<file path="src/rtl/load_store_unit.sv">
// Load/store unit: aligns core byte/half/word accesses onto a 32-bit request/grant/rvalid data bus.
// Optional bus-wait timeout is enabled by defining LSU_TIMEOUT_EN.
module load_store_unit #(
  parameter int unsigned ADDR_W      = 32,
  parameter int unsigned TIMEOUT_CYC = 255
) (
  input  logic              clk,
  input  logic              rst,
  // core side
  input  logic              req_valid_i,
  output logic              req_ready_o,
  input  logic              req_we_i,
  input  logic [1:0]        req_size_i,
  input  logic              req_unsigned_i,
  input  logic [ADDR_W-1:0] req_addr_i,
  input  logic [31:0]       req_wdata_i,
  output logic              rsp_valid_o,
  output logic [31:0]       rsp_rdata_o,
  output logic              rsp_err_o,
  // bus side
  output logic              dmem_req_o,
  input  logic              dmem_gnt_i,
  output logic              dmem_we_o,
  output logic [3:0]        dmem_be_o,
  output logic [ADDR_W-1:0] dmem_addr_o,
  output logic [31:0]       dmem_wdata_o,
  input  logic              dmem_rvalid_i,
  input  logic [31:0]       dmem_rdata_i,
  input  logic              dmem_err_i
);

  localparam logic [1:0] SZ_BYTE = 2'b00;
  localparam logic [1:0] SZ_HALF = 2'b01;
  localparam logic [1:0] SZ_WORD = 2'b10;

  if (ADDR_W < 3 || TIMEOUT_CYC < 1 || TIMEOUT_CYC > 65535) begin : g_bad_cfg
    $error("load_store_unit: illegal ADDR_W or TIMEOUT_CYC");
  end

  typedef enum logic [1:0] {
    S_IDLE = 2'd0,
    S_REQ  = 2'd1,
    S_WAIT = 2'd2,
    S_ERR  = 2'd3
  } state_e;

  state_e              state_q, state_d;
  logic                ready_q, ready_d;
  logic                dreq_q, dreq_d;
  logic                we_q, we_d;
  logic [3:0]          be_q, be_d;
  logic [ADDR_W-1:0]   addr_q, addr_d;
  logic [31:0]         wdata_q, wdata_d;
  logic [1:0]          size_q, size_d;
  logic                uns_q, uns_d;
  logic [1:0]          off_q, off_d;
  logic                rsp_valid_q, rsp_valid_d;
  logic [31:0]         rsp_rdata_q, rsp_rdata_d;
  logic                rsp_err_q, rsp_err_d;

  logic                misaligned_c;
  logic                timeout_c;
  logic [31:0]         shifted_c;
  logic [31:0]         load_ext_c;

  assign misaligned_c = (req_size_i == 2'b11) ||
                        ((req_size_i == SZ_HALF) && req_addr_i[0]) ||
                        ((req_size_i == SZ_WORD) && (req_addr_i[1:0] != 2'b00));

  // Right-align the addressed lane and extend to 32 bits.
  always_comb begin
    shifted_c  = dmem_rdata_i >> {off_q, 3'b000};
    load_ext_c = shifted_c;
    case (size_q)
      SZ_BYTE: load_ext_c = uns_q ? {24'h000000, shifted_c[7:0]}
                                  : {{24{shifted_c[7]}}, shifted_c[7:0]};
      SZ_HALF: load_ext_c = uns_q ? {16'h0000, shifted_c[15:0]}
                                  : {{16{shifted_c[15]}}, shifted_c[15:0]};
      default: load_ext_c = shifted_c;
    endcase
  end

`ifdef LSU_TIMEOUT_EN
  localparam int unsigned CNT_W = 16;

  logic [CNT_W-1:0] cnt_q, cnt_d;
  logic             busy_c;

  assign busy_c    = (state_q == S_REQ) || (state_q == S_WAIT);
  assign timeout_c = busy_c && (cnt_q == CNT_W'(TIMEOUT_CYC - 1));

  // Cycles spent in REQ plus WAIT for the current access.
  always_comb begin
    cnt_d = '0;
    if (busy_c) cnt_d = cnt_q + CNT_W'(1);
  end

  always_ff @(posedge clk or posedge rst) begin
    if (rst) cnt_q <= '0;
    else     cnt_q <= cnt_d;
  end
`else
  assign timeout_c = 1'b0;
`endif

  // Next-state and registered-output logic.
  always_comb begin
    state_d     = state_q;
    we_d        = we_q;
    be_d        = be_q;
    addr_d      = addr_q;
    wdata_d     = wdata_q;
    size_d      = size_q;
    uns_d       = uns_q;
    off_d       = off_q;
    rsp_valid_d = 1'b0;
    rsp_rdata_d = rsp_rdata_q;
    rsp_err_d   = rsp_err_q;

    case (state_q)
      S_IDLE: begin
        if (req_valid_i) begin
          if (misaligned_c) begin
            state_d = S_ERR;
          end else begin
            state_d = S_REQ;
            we_d    = req_we_i;
            size_d  = req_size_i;
            uns_d   = req_unsigned_i;
            off_d   = req_addr_i[1:0];
            addr_d  = {req_addr_i[ADDR_W-1:2], 2'b00};
            wdata_d = req_wdata_i << {req_addr_i[1:0], 3'b000};
            case (req_size_i)
              SZ_BYTE: be_d = 4'(4'b0001 << req_addr_i[1:0]);
              SZ_HALF: be_d = 4'(4'b0011 << req_addr_i[1:0]);
              default: be_d = 4'b1111;
            endcase
          end
        end
      end
      S_REQ: begin
        if (timeout_c)       state_d = S_ERR;
        else if (dmem_gnt_i) state_d = S_WAIT;
      end
      S_WAIT: begin
        if (dmem_rvalid_i) begin
          state_d     = S_IDLE;
          rsp_valid_d = 1'b1;
          rsp_err_d   = dmem_err_i;
          rsp_rdata_d = we_q ? 32'h0 : load_ext_c;
        end else if (timeout_c) begin
          state_d = S_ERR;
        end
      end
      S_ERR: begin
        state_d     = S_IDLE;
        rsp_valid_d = 1'b1;
        rsp_err_d   = 1'b1;
        rsp_rdata_d = 32'h0;
      end
      default: state_d = S_IDLE;
    endcase

    ready_d = (state_d == S_IDLE);
    dreq_d  = (state_d == S_REQ);
  end

  always_ff @(posedge clk or posedge rst) begin
    if (rst) begin
      state_q     <= S_IDLE;
      ready_q     <= 1'b1;
      dreq_q      <= 1'b0;
      we_q        <= 1'b0;
      be_q        <= 4'h0;
      addr_q      <= '0;
      wdata_q     <= 32'h0;
      size_q      <= 2'b00;
      uns_q       <= 1'b0;
      off_q       <= 2'b00;
      rsp_valid_q <= 1'b0;
      rsp_rdata_q <= 32'h0;
      rsp_err_q   <= 1'b0;
    end else begin
      state_q     <= state_d;
      ready_q     <= ready_d;
      dreq_q      <= dreq_d;
      we_q        <= we_d;
      be_q        <= be_d;
      addr_q      <= addr_d;
      wdata_q     <= wdata_d;
      size_q      <= size_d;
      uns_q       <= uns_d;
      off_q       <= off_d;
      rsp_valid_q <= rsp_valid_d;
      rsp_rdata_q <= rsp_rdata_d;
      rsp_err_q   <= rsp_err_d;
    end
  end

  assign req_ready_o  = ready_q;
  assign rsp_valid_o  = rsp_valid_q;
  assign rsp_rdata_o  = rsp_rdata_q;
  assign rsp_err_o    = rsp_err_q;
  assign dmem_req_o   = dreq_q;
  assign dmem_we_o    = we_q;
  assign dmem_be_o    = be_q;
  assign dmem_addr_o  = addr_q;
  assign dmem_wdata_o = wdata_q;

endmodule
</file>
<file path="config.mk">
export PLATFORM = sky130hd
export DESIGN_NAME = load_store_unit
export DESIGN_NICKNAME = d
export VERILOG_FILES = /design/src/rtl/load_store_unit.sv
export SDC_FILE = /design/constraint.sdc
export NUM_CORES = 1
export LEC_CHECK = 0
export CAP_MARGIN = 20
export CORE_MARGIN = 2
export CORE_UTILIZATION = 39
export CTS_CLUSTER_SIZE = 28
export DETAILED_ROUTE_END_ITERATION = 10
export GPL_ROUTABILITY_DRIVEN = 0
export MAX_ROUTING_LAYER = met4
export PLACE_DENSITY = 0.77
export SKIP_LAST_GASP = 1
export SLEW_MARGIN = 20
export SYNTH_ARGS = -nofsm -noshare
export SYNTH_HDL_FRONTEND = slang
export SYNTH_SLANG_ARGS = --single-unit
export TNS_END_PERCENT = 20
</file>
<file path="constraint.sdc">
create_clock -name clk -period 3.1 [get_ports clk]
set_input_delay 0.465 -clock clk [delete_from_list [all_inputs] [get_ports clk]]
set_output_delay 0.465 -clock clk [all_outputs]
set_load 0.03 [all_outputs]
</file>
### Word level (Yosys, flattened, before mapping)

Index checks and enable logic that the tools add are counted.
Widths: inputs -> output; s select.

| word-level totals | value |
|---|---|
| output and inout bits | 105 |
| logic and storage cells | 55 |
| register bits after elaboration | 110 |
| bits of input ports | 106 |

| cells by class | value |
|---|---|
| bitwise logic cells | 1 |
| shifts and indexed selects | 4 |
| reduce and logical (&&, ||, !) cells | 12 |
| eq/ne operators | 9 |
| mux-type cells | 16 |

Operators with widths:

| cell | count |
|---|---|
| $mux 32 | 4 |
| $pmux 32 s2 | 2 |
| $shl 32x5->32 | 1 |
| $shr 32x5->32 | 1 |
| $eq 2x1->1 const B | 4 |
| $eq 2x2->1 const B | 4 |
| $logic_not 2->1 | 4 |
| $mux 2 | 4 |
| $pmux 2 s4 | 1 |
| $pmux 4 s2 | 1 |
| $pmux 1 s2 | 2 |
| $reduce_bool 2->1 | 2 |
| $shl 1x2->4 const A | 1 |
| $shl 2x2->4 const A | 1 |
| $reduce_and 3->1 | 1 |
| $logic_and 1x1->1 | 2 |
| $logic_or 1x1->1 | 2 |
| $mux 1 | 2 |
| $ne 2x2->1 const B | 1 |
| $reduce_and 2->1 | 1 |
| $not 1->1 | 1 |

### Logic depth before layout (Yosys ltp)

Gate-level depths: netlist (run 1).

| depth | value |
|---|---|
| depth after elaboration | 8 |
| gate-level depth with buffers | 7 |
| gate-level depth less buffers | 4 |

### Worst setup path before layout (run 1)

No wires, ideal clock.

| timing path | value |
|---|---|
| path type | register -> register |
| start point | register off_q[1] |
| end point | register rsp_rdata_q[16] (netlist: rsp_rdata_o[16]) |
| cell stages (with the launch flop) | 6 |
| arrival | 1.594 ns |
| period minus slack after synthesis | 1.720 ns |
| data required time | 2.974 ns |
| path buffers | 2 |
| setup slack | 1.380 ns |
| setup time | 0.126 ns |
| path through | dfrtp_1 > buf_6 > mux4_2 > o211a_4 > buf_6 > a221o_1 |

| between the ends | value |
|---|---|
| longest elaborated chain between the ends | 6 |
| elaborated cells between the ends (all ways) | 7 |
| those cells by class | 1 x shift; 6 x mux |

RTL lines:

| what | RTL line | text |
|---|---|---|
| start, declared | 56 | `logic [1:0] off_q, off_d;` |
| start signal, assigned | 179 | `off_q <= 2'b00;` |
| start signal, assigned | 193 | `off_q <= off_d;` |
| $shr 32x5->32 * | 72 | `shifted_c = dmem_rdata_i >> {off_q, 3'b000};` |
| $mux 32, on equally long branches | 77, 75 |  |
| $pmux 32 s2 * | 74 | `case (size_q)` |
| $mux 32 * | 150 | `rsp_rdata_d = we_q ? 32'h0 : load_ext_c;` |
| $mux 32 * | 146 | `if (dmem_rvalid_i) begin` |
| $pmux 32 s2 * | 120 | `case (state_q)` |
| end signal, assigned | 195 | `rsp_rdata_q <= rsp_rdata_d;` |
| end, declared | 58 | `logic [31:0] rsp_rdata_q, rsp_rdata_d;` |

Every way passes the cells marked *; elsewhere a longest branch is shown, timed or not. The select of a mux whose other input is x is not followed.
A chain may end at the register's enable or synchronous reset.

### Worst setup path in the final report (run 1)

| timing path | value |
|---|---|
| start point | input port req_addr_i[0] |
| end point | register wdata_q[18] (netlist: dmem_wdata_o[18]) |

| between the ends | value |
|---|---|
| longest elaborated chain between the ends | 5 |
| elaborated cells between the ends (all ways) | 8 |
| those cells by class | 1 x shift; 1 x bitwise; 6 x reduce/logical |

RTL lines:

| what | RTL line | text |
|---|---|---|
| start, declared | 15 | `input logic [ADDR_W-1:0] req_addr_i,` |
| parallel branches: the longest is 5 deep, another holds $shl 32x5->32 | -- |  |
| end signal, assigned | 190 | `wdata_q <= wdata_d;` |
| end, declared | 53 | `logic [31:0] wdata_q, wdata_d;` |

Parallel ways; which one is timed is not known.

==> impl_metrics.ini, run 1 <==
[global_routing]
grt_max_degree = 111
grt_util_all_layers = 0.222
grt_first_pass_wirelength_um = 23900
grt_pass1_vias = 4429
grt_overflow_total = 0
antenna_found_initial = 0

[cells_and_area]
area_growth_pct = 49.2
final_core_util = 0.588
drive_gt1_frac = 0.139
n_fill_cell = 1087
nets = 764
antenna_cells = 0
final_area_um2 = 7700

[clock_network]
cts_resized = 0
cts_hold_buffers = 0
clk_latency_ns = 0.35
ctsRootBufferMaster = clkbuf_16
postCtsSetupRepairBufs = 0
cts_buffer_depth = 2
clock-sinks = 110
cts-htree-levels = 3
cts_buffers = 9
path_clk_slew_ns = 0.07
cts_tree = yes

[synthesis]
syn_area_um2 = 5160
ys_warn_count = 0
synth.avg_cell_area_um2 = 11.1
ys_types = 34
yosysSeqAreaShare = 0.534
ys_ff_latch = 110
netlist_instances = 463

[timing]
report.final.slew_viol_count = 0
fin_crit_sh = 0.688
setup_viol_count_final = 0
rsz0062_at_grt = false
finClkSkew_ns = 0.00984
tns_ns = 0
period_needed_ns = 2.13
setup_ws_ns = 0.967
holdWs_ns = 0.483
slew_headroom = 0.483
hold_violations = 0
fmax_mhz = 469
worst_pin_slew_ns = 0.773

[critical_path]
reg2reg_slack_ns = 1.06
end_kind = flop
cp_slowest_stage_delay_ns = 0.61
regToRegEndpoint = rsp_rdata_o[11]
worstPathCellList = clkdlybuf4s50_1, buf_4, nor2b_1, a21oi_1, o21ai_0
required_ns = 3.37
worstRegToRegCells = 5
crit_type = in -> reg
crit_arrival_ns = 2.41
cp-start-kind = input pin
reg2reg_from = off_q[1]
cp_slowest_cell = clkdlybuf4s50_1
cp_max_fo = 34
crit_path_start = req_addr_i[0]

[place]
dp_slack_ns = 0.607
port_buffers = 208
dpl.hpwl_um = 11000
dpl_cell_area_um2 = 7410

[hold_path]
hold_path.class = reg -> reg
min_from = dmem_wdata_o[3]
hold_end = dmem_wdata_o[3]
min_path_cells = 2

[floorplanning]
ios = 211
initial_core_util = 0.394
dieHeight_um = 119
coreArea_um2 = 13100
fp.dieW_um = 119
placementRows = 42
die-area_um2 = 14200

[detailed_routing]
wl_per_cell_um = 17.9
drc = 0
viasPerCell = 5.20
drtPass1Iterations = 4
drt_iter0_markers = 306
detail-route-antenna-nets = 0
wirelength_um = 15000
num_vias = 4362

[power]
leakage_nw = 3.23
ir_drop_mv = 0.737
p_per_area_nw_per_um2 = 1030

[run]
cap_violations = 0

[outcome]
outcome = completed
cells in the mapped netlist:
cell type	instances	area share
nand2_1	53	0.039
inv_1	3	0.0022
o211ai_2	1	0.0024
or2_2	1	0.0012
mux2i_1	32	0.062
nand4bb_1	1	0.0022
buf_6	2	0.0044
nor2_1	25	0.018
nor2b_1	11	0.013
nor3_1	3	0.0029
o21ai_1	1	0.00097
o211a_4	1	0.0034
mux2_2	52	0.11
a211oi_1	8	0.012
nor3b_4	1	0.0036
a21o_1	1	0.0015
nand3b_1	9	0.013
mux4_2	2	0.0087
buf_4	3	0.0044
nor4b_1	1	0.0017
o21a_1	1	0.0015
dfrtp_1	109	0.53
buf_1	5	0.0036
o211ai_1	1	0.0015
a221o_1	16	0.031
o21ai_0	44	0.043
o31ai_1	9	0.013
clkbuf_1	16	0.012
nor3b_2	1	0.0024
o22a_1	2	0.0034
dfstp_2	1	0.0051
buf_2	12	0.012
a21oi_1	34	0.033
conb_1	1	0.00073
cell usage in the layout (no fill, tap or decap), types with 2 or more instances in the layout:
master / instances
buf_4: 11
nor3_1: 3
clkdlybuf4s50_1: 207
conb_1: 2
mux2_2: 52
a21oi_1: 34
mux2i_1: 32
clkbuf_16: 9
clkinvlp_4: 3
mux4_2: 2
nand2_1: 53
o31ai_1: 9
clkinv_2: 2
dfrtp_1: 109
nor2_1: 25
inv_1: 2
a211oi_1: 8
o21ai_0: 44
nand3b_1: 9
buf_12: 2
nor2b_1: 11
o22a_1: 2
a221o_1: 16
sequential cells by signal (all words and copies together), names as in the netlist, 2 cells and up:
signal / count
dmem_wdata_o: 32
rsp_rdata_o: 32
dmem_addr_o: 30
dmem_be_o: 4
off_q: 2
size_q: 2
state_q: 2
per-layer routing:
layer  part of all wire  vias up  routed length (um)  GRT usage
li1                   -     2035                   -          -
met1               0.40     2107                5990      0.268
met2               0.49      205                7310      0.349
met3               0.10       15                1500     0.0795
met4              0.014        0                 216     0.0692
met5                  0        -                   0          -
cells by family after synthesis:
kind of cell | count (synthesis) | share of synthesized area
and+or+nand+nor | 106 | 0.0973
buffers and inverters | 41 | 0.0378
DFF | 110 | 0.534
AOI/OAI and AO/OA | 119 | 0.146
muxes | 86 | 0.184
other | 1 | 0.000727
worst max-delay path, delay by kind of cell:
family / cells / cell delay [ns]
compound gates: 2 / 0.33
buf+inv: 2 / 1.02
simple gates: 1 / 0.58
how the worst max path moves through the flow:
stage                             to  depth (start not counted)
finish              dmem_wdata_o[18]                          5
global route        dmem_wdata_o[19]                          5
CTS                 dmem_wdata_o[13]                          6
detailed placement  dmem_wdata_o[18]                          5
global placement    dmem_wdata_o[16]                          5
floorplan            dmem_addr_o[10]                          1
power by group:
part           leakage (nW)  total (W)  switching, W  internal (W)
registers              1.39    0.00257      0.000460       0.00211
clock network         0.136    0.00112      0.000549      0.000572
logic                  1.70    0.00425       0.00235       0.00190
stage by stage:
stage / power, W / cells
2_1_floorplan: 0.00503 / 464
3_3_place_gp: 0.00677 / 823
3_5_place_dp: 0.00686 / 823
4_1_cts: 0.00802 / 839
5_1_grt: 0.00837 / 839
6_report: 0.00794 / 839
area by class of cell:
type | instances | area [um^2] | area share
clock buffers | 10 | 239 | 0.0310
clock inverters | 6 | 45.0 | 0.00585
well taps | 176 | 220 | 0.0286
flip-flops and latches | 110 | 2750 | 0.358
multi-input cells | 313 | 2230 | 0.289
inverters | 3 | 15.0 | 0.00195
repair buffers | 221 | 2200 | 0.286
Power figures use the tool's default switching activity.
==> run 2: changes to the inputs <==
--- a/config.mk
+++ b/config.mk
@@ -7,12 +7,12 @@
 export LEC_CHECK = 0
 export CAP_MARGIN = 20
 export CORE_MARGIN = 2
-export CORE_UTILIZATION = 39
+export CORE_UTILIZATION = 43
 export CTS_CLUSTER_SIZE = 28
 export DETAILED_ROUTE_END_ITERATION = 10
 export GPL_ROUTABILITY_DRIVEN = 0
 export MAX_ROUTING_LAYER = met4
-export PLACE_DENSITY = 0.77
+export PLACE_DENSITY = 0.8
 export SKIP_LAST_GASP = 1
 export SLEW_MARGIN = 20
 export SYNTH_ARGS = -nofsm -noshare
==> constraint.sdc (replaced) <==
create_clock -name clk -period 2.2 [get_ports clk]
set_input_delay 0.33 -clock clk [delete_from_list [all_inputs] [get_ports clk]]
set_output_delay 0.33 -clock clk [all_outputs]
set_load 0.03 [all_outputs]
==> run 2 against run 1 <==
  * Register-to-register slack got worse by 0.58 ns
  * First-iteration DRC count rose by 4.2%
  * Count of clock-buffer cells in the layout rose by 1
  * Utilization rose by 6.6 points
  * Power rose by 42%
  * Clock power rose by 42%
  * Largest power group unchanged
  * Sequential power rose by 39%
==> impl_metrics.ini, run 2 (synthesized netlist as in run 1, its figures left out) <==
[clock_network]
clk_latency_ns = 0.34
path_clk_slew_ns = 0.07
cts_tree = yes
cts-htree-levels = 3
cts_resized = 0
ctsRootBufferMaster = clkbuf_16
clock-sinks = 110
cts_hold_buffers = 0
postCtsSetupRepairBufs = 0
cts_buffers = 9
cts_buffer_depth = 2

[place]
place_inst = 802
dp_slack_ns = 0.0241
port_buffers = 208
dpl.hpwl_um = 11000

[floorplanning]
ios = 211
initial_core_util = 0.435
placementRows = 40
dieHeight_um = 114
die-area_um2 = 12900
fp.dieW_um = 114
coreArea_um2 = 11900

[detailed_routing]
detail-route-antenna-nets = 0
wirelength_um = 14700
wl_per_cell_um = 17.9
viasPerCell = 5.40
drtPass1Iterations = 4
num_vias = 4419
drc = 0
drt_iter0_markers = 319

[timing]
fmax_mhz = 536
worst_pin_slew_ns = 0.494
holdWs_ns = 0.345
period_needed_ns = 1.86
hold_violations = 0
finClkSkew_ns = 0.00424
fin_crit_sh = 0.847
slew_headroom = 0.669
report.final.slew_viol_count = 0
rsz0062_at_grt = false
setup_ws_ns = 0.336
setup_viol_count_final = 0
tns_ns = 0

[global_routing]
grt_overflow_total = 0
grt_util_all_layers = 0.233
antenna_found_initial = 1
grt_first_pass_wirelength_um = 22800
grt_pass1_vias = 4539
grt_max_degree = 52

[outcome]
outcome = completed

[critical_path]
worstRegToRegCells = 3
crit_arrival_ns = 1.53
worstPathCellList = clkdlybuf4s50_1
cp_max_fo = 1
regToRegEndpoint = rsp_rdata_o[31]
cp-start-kind = flop
reg2reg_slack_ns = 0.48
crit_type = reg -> out
reg2reg_from = off_q[1]
end_kind = output pin
critPathTopFamily = buffers and inverters
required_ns = 1.87
cp_slowest_cell = clkdlybuf4s50_1
critical_path_buf_inv_count = 1
cp_slowest_stage_delay_ns = 0.67

[cells_and_area]
nets = 772
final_cell_mix = clkdlybuf4s50_1 (206), dfrtp_1 (109), nand2_1 (53), mux2_2 (52), o21ai_0 (44)
drive_gt1_frac = 0.148
layout_commonest_cell = clkdlybuf4s50_1
area_growth_pct = 50.4
fin_cells = 819

[power]
power_frac_comb = 0.541
switching_share = 0.416
pwr-share-seq = 0.318
leakage_nw = 3.29
p_int_w = 0.00657
p_per_area_nw_per_um2 = 1450
clkPwrFrac = 0.142
ir_drop_mv = 0.783
p_sw_w = 0.00467

[hold_path]
hold_path.class = in -> async

[run]
cap_violations = 0
[run 2: layout make-up]
class | count | area [um^2]
diodes | 1 | 2.50
clock buffers | 11 | 233
clock inverters | 5 | 52.6
fillers | 913 | 4100
inverters | 3 | 15.0
multi-input cells | 313 | 2230
flip-flops and latches | 110 | 2750
well taps | 147 | 184
repair buffers | 229 | 2290
[run 2: per-stage QoR]
stage	total power (W)	area [um^2]	utilization
2_1_floorplan	0.00709	5170	-
3_3_place_gp	0.00958	7470	0.630
3_5_place_dp	0.00970	7470	0.630
4_1_cts	0.0113	7760	0.654
5_1_grt	0.0118	7760	0.654
6_report	0.0112	7760	0.654
[run 2: routing by layer]
layer,routed length [um],GRT usage,vias up
li1,-,-,2057
met1,5850,0.268,2160
met2,7370,0.389,178
met3,1140,0.0755,24
met4,292,0.0780,0
met5,0,-,-
[run 2: worst reg2reg max path: stages, from the launching register on]
cell,delay (ns)
dfrtp_1,0.46
mux4_2,0.54
o211a_4,0.32
a221o_1,0.29
[run 2: worst max-delay path by stage]
stage | startpoint | to | slack [ns] | cells past startpoint
2_1_floorplan | off_q[1] | rsp_rdata_o[16] | 0.48 | 5
6_report | req_ready_o | req_ready_o | 0.34 | 1
5_1_grt | req_size_i[0] | dmem_wdata_o[12] | 0.28 | 6
4_1_cts | req_ready_o | req_ready_o | 0.32 | 1
3_3_place_gp | req_size_i[0] | dmem_wdata_o[12] | 0.15 | 6
3_5_place_dp | req_size_i[0] | dmem_wdata_o[12] | 0.02 | 6
[run 2: power by group through the flow]
stage | Clock (W) | Combinational, W | Sequential (W)
final | 0.00159 | 0.00608 | 0.00357
after global placement | 0 | 0.00602 | 0.00356
after global routing | 0.00172 | 0.00643 | 0.00370
after detailed placement | 0 | 0.00610 | 0.00361
after floorplan | 0 | 0.00188 | 0.00521
after CTS | 0.00163 | 0.00612 | 0.00359
